**config.mk**
```make
export PLATFORM = sky130hd
export DESIGN_NAME = pixel_shifter_flat
export DESIGN_NICKNAME = d
export VERILOG_FILES = /design/src/rtl/led_snake_pkg.sv /design/src/rtl/pixel_shifter_if.sv /design/src/rtl/pixel_shifter.sv /design/src/flat_wrapper.sv
export SDC_FILE = /design/constraint.sdc
export NUM_CORES = 1
export LEC_CHECK = 0
export CAP_MARGIN = 5
export CORE_ASPECT_RATIO = 1.75
export CORE_MARGIN = 5
export CORE_UTILIZATION = 54
export DETAILED_ROUTE_END_ITERATION = 16
export PLACE_DENSITY = 0.86
export SLEW_MARGIN = 20
export SYNTH_ARGS = -nofsm -noshare
export SYNTH_HDL_FRONTEND = slang
export SYNTH_SLANG_ARGS = --single-unit
export TNS_END_PERCENT = 5
```
**constraint.sdc**
```tcl
create_clock -name clk -period 2.4 [get_ports clk]
set_clock_uncertainty 0.15 [all_clocks]
set_input_delay 0.6 -clock clk [delete_from_list [all_inputs] [get_ports clk]]
set_output_delay 0.6 -clock clk [all_outputs]
set_load 0.1 [all_outputs]
```
**src/rtl/led_snake_pkg.sv**
```systemverilog
// Shared definitions for the LED-strip pipeline: default geometry and the
// pixel shifter state encoding.
package led_snake_pkg;

  localparam int LED_BITS_PER_PIXEL = 24;
  localparam int LED_NUM_LEDS       = 64;

  typedef enum logic {
    ST_IDLE  = 1'b0,
    ST_SHIFT = 1'b1
  } shifter_state_e;

  // Counter width that stays legal when the count range collapses to one value.
  function automatic int cnt_width(input int n);
    return (n > 1) ? $clog2(n) : 1;
  endfunction

endpackage

```
**src/rtl/pixel_shifter_if.sv**
```systemverilog
// Pixel word handshake in, serial bit stream out, plus the per-bit feedback
// from the waveform stage.
interface pixel_shifter_if
  import led_snake_pkg::*;
#(
  parameter int BITS_PER_PIXEL = LED_BITS_PER_PIXEL
) ();

  logic [BITS_PER_PIXEL-1:0] pixel_data;
  logic                      pixel_valid;
  logic                      pixel_ready;
  logic                      bit_done;
  logic                      bit_to_transmit;
  logic                      bit_valid;
  logic                      all_bits_shifted;
  logic                      frame_done;

  modport slave (
    input  pixel_data,
    input  pixel_valid,
    input  bit_done,
    output pixel_ready,
    output bit_to_transmit,
    output bit_valid,
    output all_bits_shifted,
    output frame_done
  );

  modport master (
    output pixel_data,
    output pixel_valid,
    output bit_done,
    input  pixel_ready,
    input  bit_to_transmit,
    input  bit_valid,
    input  all_bits_shifted,
    input  frame_done
  );

endinterface

```
**src/rtl/pixel_shifter.sv**
```systemverilog
// Serialises one GRB word per LED, MSB first, advancing a bit per bit_done
// pulse and flagging end-of-word and end-of-frame.
module pixel_shifter
  import led_snake_pkg::*;
#(
  parameter int BITS_PER_PIXEL = LED_BITS_PER_PIXEL,
  parameter int NUM_LEDS       = LED_NUM_LEDS
) (
  input  logic             clk,
  input  logic             rstn,
  pixel_shifter_if.slave   bus
);

  localparam int BIT_W = cnt_width(BITS_PER_PIXEL);
  localparam int PIX_W = cnt_width(NUM_LEDS);
  localparam logic [BIT_W-1:0] LAST_BIT = BIT_W'(BITS_PER_PIXEL - 1);
  localparam logic [PIX_W-1:0] LAST_PIX = PIX_W'(NUM_LEDS - 1);

  shifter_state_e            state_q, state_d;
  logic [BITS_PER_PIXEL-1:0] shift_q, shift_d;
  logic [BIT_W-1:0]          bit_cnt_q, bit_cnt_d;
  logic [PIX_W-1:0]          pixel_cnt_q, pixel_cnt_d;
  logic                      all_bits_shifted_q, all_bits_shifted_d;
  logic                      frame_done_q, frame_done_d;

  always_ff @(posedge clk or negedge rstn) begin
    if (!rstn) begin
      state_q            <= ST_IDLE;
      shift_q            <= '0;
      bit_cnt_q          <= '0;
      pixel_cnt_q        <= '0;
      all_bits_shifted_q <= 1'b0;
      frame_done_q       <= 1'b0;
    end else begin
      state_q            <= state_d;
      shift_q            <= shift_d;
      bit_cnt_q          <= bit_cnt_d;
      pixel_cnt_q        <= pixel_cnt_d;
      all_bits_shifted_q <= all_bits_shifted_d;
      frame_done_q       <= frame_done_d;
    end
  end

  always_comb begin
    state_d            = state_q;
    shift_d            = shift_q;
    bit_cnt_d          = bit_cnt_q;
    pixel_cnt_d        = pixel_cnt_q;
    all_bits_shifted_d = 1'b0;
    frame_done_d       = 1'b0;
    case (state_q)
      ST_IDLE: begin
        // bit_done has no meaning here; only a word transfer moves us on.
        if (bus.pixel_valid) begin
          shift_d   = bus.pixel_data;
          bit_cnt_d = '0;
          state_d   = ST_SHIFT;
        end
      end
      ST_SHIFT: begin
        if (bus.bit_done) begin
          if (bit_cnt_q == LAST_BIT) begin
            state_d            = ST_IDLE;
            all_bits_shifted_d = 1'b1;
            if (pixel_cnt_q == LAST_PIX) begin
              pixel_cnt_d  = '0;
              frame_done_d = 1'b1;
            end else begin
              pixel_cnt_d = pixel_cnt_q + PIX_W'(1);
            end
          end else begin
            shift_d   = shift_q << 1;
            bit_cnt_d = bit_cnt_q + BIT_W'(1);
          end
        end
      end
      default: state_d = ST_IDLE;
    endcase
  end

  // The last word's MSB lingers in the register in IDLE, so mask it there.
  assign bus.pixel_ready      = (state_q == ST_IDLE);
  assign bus.bit_valid        = (state_q == ST_SHIFT);
  assign bus.bit_to_transmit  = (state_q == ST_SHIFT) & shift_q[BITS_PER_PIXEL-1];
  assign bus.all_bits_shifted = all_bits_shifted_q;
  assign bus.frame_done       = frame_done_q;

endmodule

```
**src/flat_wrapper.sv**
```systemverilog
// flat-port wrapper written by rule: the top's interface ports become plain ports
module pixel_shifter_flat import led_snake_pkg::*;
#(
  parameter int BITS_PER_PIXEL = LED_BITS_PER_PIXEL,
  parameter int NUM_LEDS       = LED_NUM_LEDS
)
  (clk, rstn, bus_pixel_data, bus_pixel_valid, bus_bit_done, bus_pixel_ready, bus_bit_to_transmit, bus_bit_valid, bus_all_bits_shifted, bus_frame_done);
  pixel_shifter_if #(.BITS_PER_PIXEL(BITS_PER_PIXEL)) bus_i ();
  input  logic clk;
  input  logic rstn;
  input wire logic [$bits(bus_i.pixel_data)-1:0] bus_pixel_data;
  input wire logic [$bits(bus_i.pixel_valid)-1:0] bus_pixel_valid;
  input wire logic [$bits(bus_i.bit_done)-1:0] bus_bit_done;
  output wire logic [$bits(bus_i.pixel_ready)-1:0] bus_pixel_ready;
  output wire logic [$bits(bus_i.bit_to_transmit)-1:0] bus_bit_to_transmit;
  output wire logic [$bits(bus_i.bit_valid)-1:0] bus_bit_valid;
  output wire logic [$bits(bus_i.all_bits_shifted)-1:0] bus_all_bits_shifted;
  output wire logic [$bits(bus_i.frame_done)-1:0] bus_frame_done;
  assign bus_i.pixel_data = bus_pixel_data;
  assign bus_i.pixel_valid = bus_pixel_valid;
  assign bus_i.bit_done = bus_bit_done;
  assign bus_pixel_ready = bus_i.pixel_ready;
  assign bus_bit_to_transmit = bus_i.bit_to_transmit;
  assign bus_bit_valid = bus_i.bit_valid;
  assign bus_all_bits_shifted = bus_i.all_bits_shifted;
  assign bus_frame_done = bus_i.frame_done;
  pixel_shifter #(.BITS_PER_PIXEL(BITS_PER_PIXEL), .NUM_LEDS(NUM_LEDS)) u_core (.clk(clk), .rstn(rstn), .bus(bus_i));
endmodule
```
# [After elaboration in Yosys (flattened, before gate mapping)]
# Index checks and enable logic that the tools add are counted.
[totals] ff_bits=38 inputBits=28 out_inout_bits=5 wordCells=37
[op_classes] addsub=2 eq_ne=5 n_mux=20 bitwise_logic=2 n_reduce_logical=2
[op_table] operator="$mux 24" n=3
[op_table] operator="$pmux 24 s2" n=1
[op_table] operator="$mux 5" n=3
[op_table] operator="$mux 1" n=10
[op_table] operator="$pmux 5 s2" n=1
[op_table] operator="$add 6x1->6 const B" n=1
[op_table] operator="$eq 6x6->1 const B" n=1
[op_table] operator="$mux 6" n=1
[op_table] operator="$ne 2x2->1 const B" n=3
[op_table] operator="$reduce_and 3->1" n=2
[op_table] operator="$add 5x1->5 const B" n=1
[op_table] operator="$eq 5x5->1 const B" n=1
[op_table] operator="$pmux 1 s2" n=1
[op_table] operator="$and 1x1->1" n=1
[op_table] operator="$not 1->1" n=1

# [Logic depth before layout (Yosys ltp)]
[logic_depth] word_depth=5 mapped_depth=7 ltp_nobuf=6

# [Least setup slack after synthesis]
# OpenSTA, ideal clock, no wires.
[synth_timing] path_type="register to output" from="register u_core.state_q (netlist: u_core.bus.bit_valid)" to="output bus_bit_to_transmit" arrival_time_ns=3.214 required_ns=1.650 setup_slack_ns=-1.564 stages_incl_launch_ff=3 path_buffers=0 path_cell_list="dfrtp_1 inv_1 nor2_1"
[synth_via] elab_chain_len=1
[synth_rtl] element="start: declaration" line_no="pixel_shifter.sv:19" text="shifter_state_e state_q, state_d;"
[synth_rtl] element="start signal: assignment" line_no="pixel_shifter.sv:35" text="state_q <= state_d;"
[synth_rtl] element="$and 1x1->1" line_no="pixel_shifter.sv:84" text="assign bus.bit_to_transmit = (state_q == ST_SHIFT) & shift_q[BITS_PER_PIXEL-1];"
[synth_rtl] element="end: declaration" line_no="flat_wrapper.sv:15" text="output wire logic [$bits(bus_i.bit_to_transmit)-1:0] bus_bit_to_transmit;"
# No other way between the ends.

# [Worst setup path in the final report]
# Same ends and word-level chain as after synthesis.

==> out/metrics.csv <==
stage,metric,value,unit
flow_run,Max-Cap Viols,0,
clock_tree,"Setup Fix Bufs, Post-CTS",0,
timing,Hold Fails Final Rpt,0,
clock_tree,root buf cell,clkbuf_8,
layout,fin cells,239,
routing,DRC errors left,0,
placed_design,GPL Wtd Cong,0.7969,
timing,minimum clock period,2.055,ns
placed_design,# port buffers,32,
global_routing,initial antenna violation count,0,
global_routing,largest net degree at the start of global routing,39,
power,Sw Ratio,33.11,%
global_routing,grt ovf,0,
logic_synthesis,Ys Warns,0,
layout,most frequent cells in the layout,"dfrtp_1, clkdlybuf4s50_1, inv_1",
die,Core ar.,2928,µm²
routing,vias,1364,
routing,Iter 0 DRT Violations,24,
clock_tree,worst skew pair latency,0.29,ns
power,clock power share,27.8,%
power,Seq pwr share,44.1,%
logic_synthesis,largest family of logic cells by synthesized area,compound AO/OA/AOI/OAI gates,
worst_setup_path,Reg-to-Reg End,u_core.bit_cnt_q[3]$_DFFE_PN0P_,
die,Initial Util,56.37,%
global_routing,vias in the first global route,1425,
routing,post-route ant nets,0,
worst_setup_path,reg-to-reg startpoint,u_core.bit_cnt_q[0]$_DFFE_PN0P_,
logic_synthesis,Post-Synth XOR/XNOR Area,2.123,%
layout,fin area,2203,µm²
clock_tree,CTS max path bufs,2,
logic_synthesis,simple-gate share of the synthesized area,10.61,%
worst_setup_path,"Data required, critical path",1.65,ns
timing,max-slew violations,0,
layout,Util after Layout,75.26,%
layout,Fillers,210,
worst_setup_path,Worst EP arrival,1.31,ns
global_routing,GR Util All Layers,18.89,%
logic_synthesis,syn nets,202,
placed_design,Detail Placement HPWL,2680,µm
worst_setup_path,crit-path cells,clkinvlp_4 -> nor2_4 -> buf_12,
timing,slew margin rel.,54.62,%
logic_synthesis,synthesized area,1650,µm²
layout,area delta synth->final,33.51,%
timing,RSZ-0062 raised after global routing,false,
logic_synthesis,post-synth cell types,23,
logic_synthesis,post-synthesis sequential area ratio,57.62,%
worst_hold_path,Hold EP,u_core.pixel_cnt_q[2]$_DFFE_PN0P_,
die,Die ar.,4305,µm²
worst_setup_path,Reg2Reg Depth,5,
worst_setup_path,worst-path cell with the longest stage delay,dfrtp_4,
logic_synthesis,multiplexer area fraction after synthesis,0,%
clock_tree,CTS H-Tree Depth,2,
placed_design,placed insts,231,
clock_tree,cts bufs inserted,5,
timing,"Setup violations, final",0,
routing,DRT Wirelength,3759,µm
clock_tree,Hold Buf Count CTS,0,
timing,crit share post-route,85.63,%
logic_synthesis,Adder-Cell Fraction of Synth Area,1.516,%
logic_synthesis,syn_area_per_cell,9.595,µm²
power,Net Sw Power,769.3,µW
die,DIE WIDTH,51.79,µm
worst_setup_path,CP Capture Type,primary output,
global_routing,global-route wire length before repair,6272,µm
die,# IOs,33,
layout,n_diodes,0,
worst_hold_path,hold path startpoint,u_core.pixel_cnt_q[2]$_DFFE_PN0P_,
worst_setup_path,"delay-heaviest family, CP",flip-flops,
worst_setup_path,critical path startpoint,u_core.bus.bit_valid$_DFF_PN0_,
routing,TritonRoute pass-1 iters,4,
timing,Worst-Margin Slew,0.6806,ns
worst_setup_path,Slowest Stage Delay on Critical Path,0.51,ns
power,VDD IR-drop max,0.9332,mV
timing,FMAX,486.6,MHz
power,Cell Int Power,1.554,mW
power,Static Leak,1.052,nW
layout,share of layout cells above drive strength 1,11.37,%
clock_tree,clk slew on worst S/H paths,0.07,ns
worst_setup_path,Setup CP Type,register to primary output,
outcome,outcome,"finished, final reports clean",
layout,"commonest non-fill, non-tap cell in the layout",dfrtp_1,
placed_design,Placement Cell Area,2057,µm²
logic_synthesis,compound-gate portion of the synthesized area,19.94,%
worst_hold_path,Worst Hold Depth,1,
die,Die Span Y,83.13,µm
worst_setup_path,Worst R2R Setup Slack,0.49,ns
worst_setup_path,"Buf+Inv Stages, Crit Path",2,
worst_setup_path,Crit Path Max Fanout,8,
die,Rows,26,
worst_setup_path,CP startpoint kind,register,
routing,wire per inst,15.73,µm
clock_tree,post-cts repair resize count,0,
clock_tree,CTS sink cnt,38,
logic_synthesis,Seq cells post-synth,38,
worst_hold_path,Worst Hold Class,register to register,
routing,Vias per Instance,5.707,
layout,NumNets Final,240,
power,total power,2.324,mW
power,Power Dens Cells,1055,nW/µm²
logic_synthesis,Mapped Cells,172,
power,Comb pwr share,28.0,%
clock_tree,CTS tree,built,
-- state kept, by name (all words and copies together), names as in the netlist --
name,flops
u_core.shift_q,24
u_core.pixel_cnt_q,6
u_core.bit_cnt_q,5
u_core.bus.all_bits_shifted,1
u_core.bus.bit_valid,1
u_core.bus.frame_done,1
-- cell usage after synthesis (all sizes together) --
master	number	share of area, %
a21oi	24	7.3
a31oi	2	1.1
and3	3	1.1
buf	5	1.5
clkbuf	2	0.53
dfrtp	38	58
ha	2	1.5
inv	27	6.1
nand2	15	3.4
nand2b	1	0.38
nand3	7	2.1
nand4	1	0.38
nand4b	1	0.91
nor2	5	1.1
nor2b	1	0.38
o21ai	8	2.4
o22ai	24	9.1
or2	1	0.38
or3	1	0.38
xnor2	2	1.1
xor2	2	1.1
-- area by class of cell --
cell class	count	area, µm²	share of cell area (%)
flip-flops and latches	38	954.7	43.33
repair buffers	38	390.4	17.72
multi-input cells	100	580.6	26.35
clock inverters	3	68.82	3.123
well taps	28	35.03	1.590
inverters	27	105.1	4.770
clock buffers	5	68.82	3.123
-- per-layer routing --
layer	share of wire, %	routed length (µm)	GRT usage, %	vias to the layer above
met2	56	2088	32.48	32
met5	0	0	0	-
met3	6.3	235	6.272	6
met4	1.6	62	6.444	0
li1	-	-	-	661
met1	36	1372	21.14	665
-- power groups by stage --
stage          Clock, mW  Sequential, mW  Combinational (mW)
2_1_floorplan          0            1.01               0.448
3_3_place_gp           0            1.01               0.617
3_5_place_dp           0            1.03               0.648
4_1_cts            0.658            1.02               0.654
5_1_grt            0.689            1.05               0.720
6_report           0.647            1.03               0.651
-- through the flow --
| stage | TNS (ns) | setup slack (ns) | hold slack [ns] |
|---|---|---|---|
| 2_1_floorplan | -0.2336 | -0.2336 | 0.1544 |
| 3_3_place_gp | -1.806 | -0.08689 | 0.3220 |
| 3_5_place_dp | -4.591 | -0.2230 | 0.3365 |
| 4_1_cts | 0 | 0.06400 | 0.3475 |
| 5_1_grt | 0 | 0.2758 | 0.3916 |
| 6_report | 0 | 0.3450 | 0.3522 |
-- how the worst max path moves through the flow --
stage / end / slack [ns] / cells past startpoint
2_1_floorplan: bus_bit_to_transmit / -0.23 / 2
3_3_place_gp: u_core.shift_q[19]$_DFFE_PN0P_ / -0.09 / 4
3_5_place_dp: u_core.shift_q[13]$_DFFE_PN0P_ / -0.22 / 4
4_1_cts: u_core.shift_q[23]$_DFFE_PN0P_ / 0.06 / 4
5_1_grt: bus_bit_to_transmit / 0.28 / 3
6_report: bus_bit_to_transmit / 0.34 / 3
-- logic make-up (layout without fill, tap and decap cells) --
family,Yosys count,after routing
adder cells (fa/ha/maj),2,2
AND/OR/NAND/NOR,36,36
buffers and inverters,34,73
AO/OA/AOI/OAI,58,58
flip-flops,38,38
XOR/XNOR,4,4
No activity file was read; power rests on OpenSTA's default activity.
